$ cat config.mk
export PLATFORM = sky130hd
export DESIGN_NAME = load_use_stall_unit
export DESIGN_NICKNAME = d
export VERILOG_FILES = /design/src/rtl/load_use_stall_unit.sv
export SDC_FILE = /design/constraint.sdc
export NUM_CORES = 1
export LEC_CHECK = 0
export ABC_AREA = 1
export ABC_CLOCK_PERIOD_IN_PS = 2290
export CORE_MARGIN = 2
export CORE_UTILIZATION = 40
export DETAILED_ROUTE_END_ITERATION = 10
export HOLD_SLACK_MARGIN = 0.06
export MAX_ROUTING_LAYER = met4
export PLACE_DENSITY = 0.68
export SYNTH_ARGS = -nofsm -noshare
export SYNTH_HDL_FRONTEND = slang
export SYNTH_SLANG_ARGS = --single-unit
$ cat constraint.sdc
create_clock -name clk -period 2.29 [get_ports clk]
set_clock_uncertainty 0.05 [all_clocks]
set_input_delay 0.229 -clock clk [delete_from_list [all_inputs] [get_ports clk]]
set_output_delay 0.229 -clock clk [all_outputs]
set_load 0.1 [all_outputs]
$ cat src/rtl/load_use_stall_unit.sv
`default_nettype none
// +--------------------------------------------------------------------------+
// | load_use_stall_unit: load-use / memory-busy stall and flush controller   |
// | Revision: 1.0                                                            |
// +--------------------------------------------------------------------------+
module load_use_stall_unit #(
   parameter int LOAD_STALL_CYCLES = 1,
   parameter int COUNT_WIDTH       = 16
) (
   input  logic                   clk,
   input  logic                   reset,
   input  logic [4:0]             rs1_address_id_stage,
   input  logic [4:0]             rs2_address_id_stage,
   input  logic                   rs1_used,
   input  logic                   rs2_used,
   input  logic [4:0]             destination_address,
   input  logic                   mem_read_alu_stage,
   input  logic                   branch_taken,
   input  logic                   mem_busy,
   output logic                   pc_write_enable,
   output logic                   if_id_write_enable,
   output logic                   if_id_flush,
   output logic                   id_alu_bubble,
   output logic                   pipeline_hold,
   output logic [COUNT_WIDTH-1:0] stall_count
);

   typedef enum logic [1:0] {
      ST_RUN        = 2'd0,
      ST_LOAD_STALL = 2'd1,
      ST_MEM_WAIT   = 2'd2
   } state_t;

   localparam logic [3:0] c_REMAIN_RELOAD = 4'(LOAD_STALL_CYCLES - 1);
   localparam bit         c_MULTI_CYCLE   = (LOAD_STALL_CYCLES > 1);

   state_t                 r_state;
   state_t                 r_resume;
   logic [3:0]             r_remain;
   logic [COUNT_WIDTH-1:0] r_stall_count;

   state_t     w_state_next;
   state_t     w_resume_next;
   state_t     w_mode;
   logic [3:0] w_remain_next;
   logic       w_hazard;
   logic       w_pc_we;
   logic       w_if_id_we;
   logic       w_flush;
   logic       w_bubble;
   logic       w_hold;

   assign w_hazard = mem_read_alu_stage && (destination_address != 5'd0) &&
                     ((rs1_used && (rs1_address_id_stage == destination_address)) ||
                      (rs2_used && (rs2_address_id_stage == destination_address)));

   // MEM_WAIT behaves exactly like the state it interrupted once memory is ready.
   assign w_mode = (r_state == ST_MEM_WAIT) ? r_resume : r_state;

   always_comb begin
      w_pc_we       = 1'b1;
      w_if_id_we    = 1'b1;
      w_flush       = 1'b0;
      w_bubble      = 1'b0;
      w_hold        = 1'b0;
      w_state_next  = r_state;
      w_resume_next = r_resume;
      w_remain_next = r_remain;
      if (reset) begin
         if (mem_busy) begin
            w_pc_we       = 1'b0;
            w_if_id_we    = 1'b0;
            w_hold        = 1'b1;
            w_state_next  = ST_MEM_WAIT;
            w_resume_next = w_mode;
         end else if (branch_taken) begin
            w_flush       = 1'b1;
            w_bubble      = 1'b1;
            w_state_next  = ST_RUN;
            w_remain_next = 4'd0;
         end else if (w_mode == ST_LOAD_STALL) begin
            w_pc_we    = 1'b0;
            w_if_id_we = 1'b0;
            w_bubble   = 1'b1;
            if (r_remain == 4'd1) begin
               w_state_next  = ST_RUN;
               w_remain_next = 4'd0;
            end else begin
               w_state_next  = ST_LOAD_STALL;
               w_remain_next = r_remain - 4'd1;
            end
         end else begin
            w_state_next = ST_RUN;
            if (w_hazard) begin
               w_pc_we    = 1'b0;
               w_if_id_we = 1'b0;
               w_bubble   = 1'b1;
               if (c_MULTI_CYCLE) begin
                  w_state_next  = ST_LOAD_STALL;
                  w_remain_next = c_REMAIN_RELOAD;
               end
            end
         end
      end
   end

   always_ff @(posedge clk or negedge reset) begin
      if (!reset) begin
         r_state       <= ST_RUN;
         r_resume      <= ST_RUN;
         r_remain      <= 4'd0;
         r_stall_count <= '0;
      end else begin
         r_state  <= w_state_next;
         r_resume <= w_resume_next;
         r_remain <= w_remain_next;
         if (!w_pc_we && (r_stall_count != {COUNT_WIDTH{1'b1}}))
            r_stall_count <= r_stall_count + 1'b1;
      end
   end

   assign pc_write_enable    = w_pc_we;
   assign if_id_write_enable = w_if_id_we;
   assign if_id_flush        = w_flush;
   assign id_alu_bubble      = w_bubble;
   assign pipeline_hold      = w_hold;
   assign stall_count        = r_stall_count;

endmodule
`default_nettype wire

## Yosys cells after proc, flatten, opt, wreduce, memory -nomap -nowiden

Index checks and enable logic that the tools add are counted.

| word-level totals | value |
|---|---|
| register bits | 24 |
| bits in latches | 0 |
| memory bits (writable) | 0 |
| ROM bits | 0 |
| input port bits | 22 |
| output and inout port bits | 21 |
| memories | 0 |

| operators by class | value |
|---|---|
| add/subtract/negate cells | 2 |
| $mul | 0 |
| divide/modulo/power cells | 0 |
| $lt $le $gt $ge | 0 |
| eq/ne operators | 6 |
| shifts and indexed selects | 0 |
| mux-type cells | 23 |
| bitwise gates (word level) | 1 |
| reductions and logical operators | 11 |

Operator list:

| cell | count |
|---|---|
| adder 16 x 1 -> 16 bit, second input constant | 1 |
| 2-to-1 mux 1 bit | 16 |
| != test 16 bit, second input constant | 1 |
| 2-to-1 mux 4 bit | 3 |
| == test 5 bit | 2 |
| 2-to-1 mux 2 bit | 4 |
| logical AND 1 bit | 5 |
| nonzero test 5 bit | 1 |
| == test 4 x 1 -> 1 bit, second input constant | 1 |
| subtractor 4 x 1 -> 4 bit, second input constant | 1 |
| AND reduction 3 bit | 1 |
| == test 2 x 1 -> 1 bit, second input constant | 1 |
| == test 2 bit, second input constant | 1 |
| AND reduction 2 bit | 1 |
| nonzero test 2 bit | 1 |
| logical NOT 1 bit | 1 |
| logical OR 1 bit | 1 |
| inverter 1 bit | 1 |

## Logic depth before layout (Yosys ltp)

Gate-level depths: netlist (run 1).

| logic depth | value |
|---|---|
| word-level depth | 11 |
| gate-level depth with buffers | 14 |
| depth with buffers taken out | 13 |

## Least setup slack after synthesis (run 1)

OpenSTA, ideal clock, no wires.

| path | value |
|---|---|
| path type | input to output |
| start point | input reset |
| end point | output id_alu_bubble |
| arrival time | 3,100 ps |
| required time | 2,011 ps |
| path slack | -1,089 ps |
| stages | 8 |
| buffers on the path | 0 |
| cells stage by stage | inv_1 -> nor2_1 -> inv_1 -> nor2_1 -> inv_1 -> nand2_1 -> inv_1 -> o21ai_0 |

| on the way | value |
|---|---|
| word-level cells in the longest chain between the ends | 1 |

Ends and longest elaborated chain:

| what | RTL line | text |
|---|---|---|
| start: declaration | 11 | `input logic reset,` |
| 2-to-1 mux 1 bit | 69 | `if (reset) begin` |
| end: declaration | 23 | `output logic id_alu_bubble,` |

No other way between the ends.

## Final worst setup path (run 1)

| path | value |
|---|---|
| start point | input destination_address[1] |
| end point | output if_id_write_enable |

| on the way | value |
|---|---|
| word-level cells in the longest chain between the ends | 9 |
| elaborated cells on any way between the ends | 13 |
| classes of those cells | 2 x eq/ne; 5 x mux; 6 x reduce/logical |

Ends and longest elaborated chain:

| what | RTL line | text |
|---|---|---|
| start: declaration | 16 | `input logic [4:0] destination_address,` |
| == test 5 bit, on equally long branches | 54, 55 |  |
| logical AND 1 bit, on equally long branches | 54, 55 |  |
| logical OR 1 bit | 54 | `((rs1_used && (rs1_address_id_stage == destination_address)) \|\|` |
| logical AND 1 bit * | 53 | `assign w_hazard = mem_read_alu_stage && (destination_address != 5'd0) &&` |
| 2-to-1 mux 1 bit * | 94 | `if (w_hazard) begin` |
| 2-to-1 mux 1 bit * | 81 | `end else if (w_mode == ST_LOAD_STALL) begin` |
| 2-to-1 mux 1 bit * | 76 | `end else if (branch_taken) begin` |
| 2-to-1 mux 1 bit * | 70 | `if (mem_busy) begin` |
| 2-to-1 mux 1 bit * | 69 |  |
| end: declaration | 21 | `output logic if_id_write_enable,` |

Mark *: on every way between the ends. The rest lies on a longest branch, timed or not.

==> impl_results.md, run 1 <==
- DIE HEIGHT: 67.8 µm
- Cell repeated most along the worst path: sky130_fd_sc_hd__nand2_1
- Worst path max stage delay: 0.50 ns
- Routed vias/inst: 4.60
- Total number of yosys warnings: 0
- Endpoints failing setup: 0
- Top cells by count, synth: 87 x sky130_fd_sc_hd__nand2_1, 32 x sky130_fd_sc_hd__inv_1, 25 x sky130_fd_sc_hd__nor2_1
- Number of cells upsized or downsized after cts: 0
- Sort of element at the start of the critical path: input pin
- Clock tree from TritonCTS: done
- CP Data Required Time: 2.01 ns
- Number of top-level pins: 43
- Area of the multi-input gates: 876 µm²
- Share of the yosys chip area belonging to registers: 36.9%
- Total CTS buffers: 3
- Deepest clock path buffer count: 2
- Mean instance size in the synthesized netlist: 6.81 µm²
- Achievable clock frequency: 0.472 GHz
- Number of setup buffers added after CTS: 0
- Fraction of final layout cells sized beyond drive strength 1: 15.5%
- Pre-antenna DRT Iters: 4
- Post-layout util: 55.4%
- TritonCTS sink count: 24
- Area of the placeable core: 3940 µm²
- Relative slew slack: 76.6%
- Share of the cycle needed by the critical path after routing: 92.5%
- Slowest library cell on the worst path: sky130_fd_sc_hd__clkdlybuf4s50_1
- DRC violation count after routing: 0
- Leading post-synthesis cells by cell area: sky130_fd_sc_hd__dfrtp_1 37%, sky130_fd_sc_hd__nand2_1 20%, sky130_fd_sc_hd__nand3_1 7.4%
- Die area: 4590 µm²
- Horizontal die dimension: 67.8 µm
- Clk Tree Root Cell: sky130_fd_sc_hd__clkbuf_8
- Register clock-pin slew on the reported worst setup and hold paths: 0.08 ns
- Count of standard-cell rows: 23
- Filler cells: 404
- Total negative slack for setup checks: 0 ns
- Category of the critical setup timing path: in2out
- Number of max-cap violations: 0
- Global-route wire length before repair: 6.16 mm
- Buffers and inverters on the worst path: 4
- Initial standard-cell utilization of the core: 41.3%
- Source-to-sink clock delay at the later pin of the worst-skew pair: 0.27 ns
- Post-detailed-placement half-perimeter wirelength: 2.76 mm
- Net count after synthesis: 264
- Number of antenna violations at the first check in global routing: 0
- Cells along the critical path: clkdlybuf4s50_1 -> inv_1 -> nand2_1 -> nand2_1 -> nor2_1 -> nand3_1 -> nand2_1 -> nand2_1 -> nand2_1 -> nand2_1 -> nand2_2 -> clkinvlp_4 -> buf_12
- FF+latch area: 608 µm²
- Routed vias: 1,537
- Worst Max-Slew Pin Slew: 0.348 ns
- Flops & latches, synth: 24
- Xor and xnor fraction of the mapped netlist area: 7.54%
- Number of diodes added for antenna fixing: 0
- Highest ir drop seen on vdd: 343 µV
- Largest family of logic cells by synthesized area: simple AND/OR/NAND/NOR gates
- Post-synthesis share of cell area spent on and, or, nand and nor gates: 40.5%
- Power after layout: 1480 µW
- Synth Cell Area: 1630 µm²
- Count of mapped cells out of synthesis: 239
- Area fraction of the dominant cell type after synthesis: 36.9%
- Top-count cell post-synth: sky130_fd_sc_hd__nand2_1
- Number of global-route vias before repair: 1,449
- Cell Count Post-Placement: 330
- Total number of H-tree levels: 1
- P&R area growth vs syn: 34.4%
- Worst path top cell family by delay: buffers and inverters
- Number of distinct standard cells referenced by the synthesized netlist: 24
- Cell Count, Final, Fillers Out: 334
- Arithmetic-cell share of the synthesized area counting full adders, half adders and majority gates: 2.31%
- Run status: completed
- Number of max-slew violations in the final report: 0
- Critical path peak fanout: 5
- Antenna violation net count after detailed routing: 0
- Setup repair after global routing missed its margin: no
- Synthesized-area fraction occupied by ao, oa, aoi and oai cells: 3.15%
- GRT overflow: 0
- Global routing usage summed across all routing layers: 18.0%
- Biggest area consumer among synthesized cells: sky130_fd_sc_hd__dfrtp_1
- Drt first-iter violations: 55
- Count of input and output buffers: 42
- Routed wire length: 3.47 mm
- Hold WC Path Type: reg2reg
- Data arrival, critical path: 1.84 ns
- Cts hold-fix bufs: 0
- Power Dens Cells: 679 nW/µm²
- Pin count of the biggest net entering global routing: 26
- Async set-or-reset flop fraction in the synthesized netlist: 100%
- Leakage Power: 0.00114 µW
- Post-layout nets: 310
- Post-synthesis mux area share: 0%
- Hold violation total from the final report: 0
- Routed wirelength normalized by instance count: 10.4 µm
- Number of enable flip-flop cells after synthesis: 0
- Final worst path period need: 2.12 ns
- Routability-driven placement congestion ratio: 0.897
- Commonest register cell after synthesis: sky130_fd_sc_hd__dfrtp_1
- CP endpoint kind: output pin
-- area by class of cell --
type | count | share of cell area [%]
Timing Repair Buffer | 46 | 21.1
Sequential cell | 24 | 27.8
Inverter | 32 | 5.67
Clock buffer | 4 | 2.52
Tap cell | 50 | 2.86
Multi-Input combinational cell | 178 | 40.1
-- routing by layer --
metal | track usage [%] | wire length [µm]
met5 | - | 0
met4 | 6.00 | 58
met3 | 2.00 | 109
met2 | 29.2 | 1540
met1 | 23.5 | 1760
-- kinds of logic after synthesis --
group                      Yosys count
adders and majority gates            3
and+or+nand+nor                    151
buffers and inverters               37
xor gates and xnor gates            14
AOI/OAI and AO/OA                   10
DFF                                 24
-- per-stage QoR --
stage / area, µm² / hold slack (ns) / setup slack (ns)
3_5_place_dp: 2130 / 0.416 / 0.158
3_3_place_gp: 2130 / 0.413 / 0.169
6_report: 2190 / 0.433 / 0.171
4_1_cts: 2190 / 0.439 / 0.159
5_1_grt: 2190 / 0.462 / 0.0114
2_1_floorplan: 1640 / -0.117 / -0.00194
-- registers in the layout (all words and copies together), names as in the netlist --
signal       count
stall_count     16
r_resume         2
r_remain         4
r_state          2
-- layout by cell type (no fill, tap or decap), types with 5 or more instances in the layout --
master,count
sky130_fd_sc_hd__nand3_1,24
sky130_fd_sc_hd__buf_4,20
sky130_fd_sc_hd__inv_1,31
sky130_fd_sc_hd__clkdlybuf4s50_1,21
sky130_fd_sc_hd__buf_12,5
sky130_fd_sc_hd__xnor2_1,5
sky130_fd_sc_hd__dfrtp_1,18
sky130_fd_sc_hd__dfrtp_2,6
sky130_fd_sc_hd__xor2_1,9
sky130_fd_sc_hd__a21oi_1,5
sky130_fd_sc_hd__nor2_1,24
sky130_fd_sc_hd__nand2_1,87
-- where the power goes --
part	leakage, µW	internal, µW	switching, µW
combinational	0.000794	184	446
clock	0.0000288	154	132
sequential	0.000315	491	77.9
-- tightest hold or removal path: cells and delay by family (launching register included) --
| family | cells | cell delay (ns) |
|---|---|---|
| AND/OR/NAND/NOR | 2 | 0.11 |
| flip-flops | 1 | 0.35 |
-- final timing paths --
path	from	endpoint	slack [ns]	depth (start not counted)
max in group asynchronous	reset	stall_count[5]$_DFFE_PN0P_	1.46	3
max reg2reg	stall_count[0]$_DFFE_PN0P_	stall_count[0]$_DFFE_PN0P_	0.25	9
min in group asynchronous	reset	r_resume[1]$_DFFE_PN0P_	0.47	3
max	destination_address[1]	if_id_write_enable	0.17	13
min reg2reg	r_resume[1]$_DFFE_PN0P_	r_resume[1]$_DFFE_PN0P_	0.43	2
min	r_resume[1]$_DFFE_PN0P_	r_resume[1]$_DFFE_PN0P_	0.43	2
Power figures use the tool's default switching activity.
==> run 2, diff against run 1 <==
- SETUP_SLACK_MARGIN: default -> 0.05
==> impl_results.md, run 2 (synthesis results as in run 1) <==
- Run status: completed
- Routed wire length: 3.57 mm (+3.0%)
- P&R area growth vs syn: 36.8%
- Share of power burned in registers: 38.1% (-0.3 points)
- Combinational power share: 42.4% (about the same)
- Cells along the critical path: clkdlybuf4s50_1 -> inv_1 -> nor2_1 -> inv_1 -> nor2_4 -> inv_1 -> nand2_1 -> inv_1 -> o21ai_2 -> buf_12
- Share of the cycle needed by the critical path after routing: 91.7% (-0.88 points)
- Number of antenna violations at the first check in global routing: 0 (unchanged)
- Number of diodes added for antenna fixing: 0 (unchanged)
- Drt first-iter violations: 60 (+9.1%)
- CP endpoint kind: output pin
- Internal power summed over all cells: 839 µW (+1.3%)
- Most common cell after layout, fill and taps aside: sky130_fd_sc_hd__nand2_1
- Cts hold-fix bufs: 0 (unchanged)
- CP Data Required Time: 2.01 ns (about the same)
- Routed vias/inst: 4.74 (+3.0%)
- Post-detailed-placement half-perimeter wirelength: 2.81 mm (+1.7%)
- Data arrival, critical path: 1.82 ns (-0.02 ns)
- Horizontal die dimension: 67.8 µm (unchanged)
- Hold violation total from the final report: 0 (unchanged)
- Power Dens Cells: 677 nW/µm² (-0.20%)
- Pin count of the biggest net entering global routing: 26 (unchanged)
- Leakage Power: 0.00115 µW (+1.2%)
- Die area: 4590 µm² (unchanged)
- Number of max-cap violations: 0 (unchanged)
- Total CTS buffers: 3 (unchanged)
- Pre-antenna DRT Iters: 4 (unchanged)
- Sort of element at the start of the critical path: input pin
- Count of standard-cell rows: 23 (unchanged)
- Routed length on met1: 1.72 mm (-2.0%)
- Fraction of final layout cells sized beyond drive strength 1: 16.1% (+0.59 points)
- Routed wirelength normalized by instance count: 10.6 µm (+2.4%)
- Commonest cells after routing, fill and taps aside: 87 x sky130_fd_sc_hd__nand2_1, 31 x sky130_fd_sc_hd__inv_1, 24 x sky130_fd_sc_hd__nor2_1, 24 x sky130_fd_sc_hd__nand3_1, 22 x sky130_fd_sc_hd__buf_4
- Count of input and output buffers: 42 (unchanged)
- Routed vias: 1,592 (+3.6%)
- DRC violation count after routing: 0 (unchanged)
- Relative slew slack: 74.7% (-1.9 points)
- Antenna violation net count after detailed routing: 0 (unchanged)
- Source-to-sink clock delay at the later pin of the worst-skew pair: 0.27 ns (about the same)
- Cell repeated most along the worst path: sky130_fd_sc_hd__inv_1
- Largest register FFs: 16 (unchanged)
- Total negative slack for setup checks: 0 ns (unchanged)
- R2R setup slack: 0.25 ns (about the same)
- DIE HEIGHT: 67.8 µm (unchanged)
- Highest ir drop seen on vdd: 312 µV (-9.0%)
- Switching power: 668 µW (+1.9%)
- Register clock-pin slew on the reported worst setup and hold paths: 0.08 ns (about the same)
- Met3 WL post-DR: 138 µm (+27%)
- Clk Tree Root Cell: sky130_fd_sc_hd__clkbuf_8
- Hold WS: 0.445 ns (+0.0116 ns)
- Wire length on met2: 1.67 mm (+8.3%)
- Critical path peak fanout: 6 (+1)
- Number of top-level pins: 43 (unchanged)
- Number of max-slew violations in the final report: 0 (unchanged)
- Number of global-route vias before repair: 1,383 (-4.6%)
- Worst path max stage delay: 0.54 ns (+0.04 ns)
- Total number of H-tree levels: 1 (unchanged)
- Switching share of power: 44.3% (+0.14 points)
- Setup repair after global routing missed its margin: no
- Endpoints failing setup: 0 (unchanged)
- GRT overflow: 0 (unchanged)
- Hold WC Path Type: reg2reg
- Area of the placeable core: 3940 µm² (unchanged)
- Slowest library cell on the worst path: sky130_fd_sc_hd__clkdlybuf4s50_1
- Worst Max-Slew Pin Slew: 0.377 ns (+0.0289 ns)
- Final worst path period need: 2.10 ns (-0.0201 ns)
- Routability-driven placement congestion ratio: 0.845 (-5.8%)
- Global-route wire length before repair: 5.85 mm (-5.0%)
- Achievable clock frequency: 0.476 GHz (+0.96%)
- Initial standard-cell utilization of the core: 41.3% (unchanged)
- Share of power burned in the clock network: 19.6% (+0.4 points)
- Clock tree from TritonCTS: done
- Category of the critical setup timing path: in2out
- Deepest clock path buffer count: 2 (unchanged)
- Post-layout nets: 312 (+0.65%)
- Post-layout util: 56.4% (+0.98 points)
- Uppermost routed layer: met4
- Global routing usage summed across all routing layers: 16.8% (-1.2 points)
- TritonCTS sink count: 24 (unchanged)
[run 2: cell types whose count changed in the layout (fill, tap and decap cells not counted), sizes merged]
cell / previous run / this run
buf: 25 / 27
[run 2: worst max-delay path, delay by kind of cell]
| family | cells | cell delay (ns) |
|---|---|---|
| compound gates | 1 | 0.09 |
| simple gates | 3 | 0.41 |
| buf+inv | 6 | 1.09 |
[run 2: metrics by stage]
stage	instance area, µm²	std cells	power, µW	worst slack (ns)
after global routing	2220	336	1590	0.0650
after global placement	2150	331	1210	0.185
after floorplan	1660	239	1040	0.0829
after CTS	2200	335	1520	0.169
after detailed placement	2150	331	1220	0.180
final	2220	336	1510	0.191
[run 2: path summary, 6_finish.rpt]
kind,cells after the start,endpoint,startpoint
min,2,r_resume[0]$_DFFE_PN0P_,r_resume[0]$_DFFE_PN0P_
max reg2reg,9,stall_count[6]$_DFFE_PN0P_,stall_count[0]$_DFFE_PN0P_
max,10,id_alu_bubble,reset
min reg2reg,2,r_resume[0]$_DFFE_PN0P_,r_resume[0]$_DFFE_PN0P_
max in group asynchronous,3,stall_count[0]$_DFFE_PN0P_,reset
min in group asynchronous,3,stall_count[11]$_DFFE_PN0P_,reset
[run 2: layer usage]
| metal | global-route usage (%) | vias up |
|---|---|---|
| li1 | - | 831 |
| met1 | 22.3 | 720 |
| met2 | 27.5 | 36 |
| met3 | 2.00 | 5 |
| met4 | 3.75 | 0 |
| met5 | - | - |
[run 2: cell type report]
| class | instances | area, µm² |
|---|---|---|
| fill | 369 | 1720 |
| multi-input combinational | 178 | 895 |
| sequential | 24 | 613 |
| timing repair buffer | 48 | 475 |
| inverter | 32 | 124 |
| tap | 50 | 62.6 |
| clock buffer | 4 | 55.1 |
[run 2: timing repair]
item,in CTS,in global routing
endpoints found under the setup margin,0,5
gates resized for setup,0,2
setup buffers,0,1
[run 2: power by group through the flow]
stage / clock network, µW / registers, µW / logic (µW)
after floorplan: 0 / 819 / 220
after global placement: 0 / 583 / 631
after detailed placement: 0 / 582 / 638
after CTS: 306 / 574 / 639
after global routing: 317 / 587 / 687
final: 295 / 573 / 638
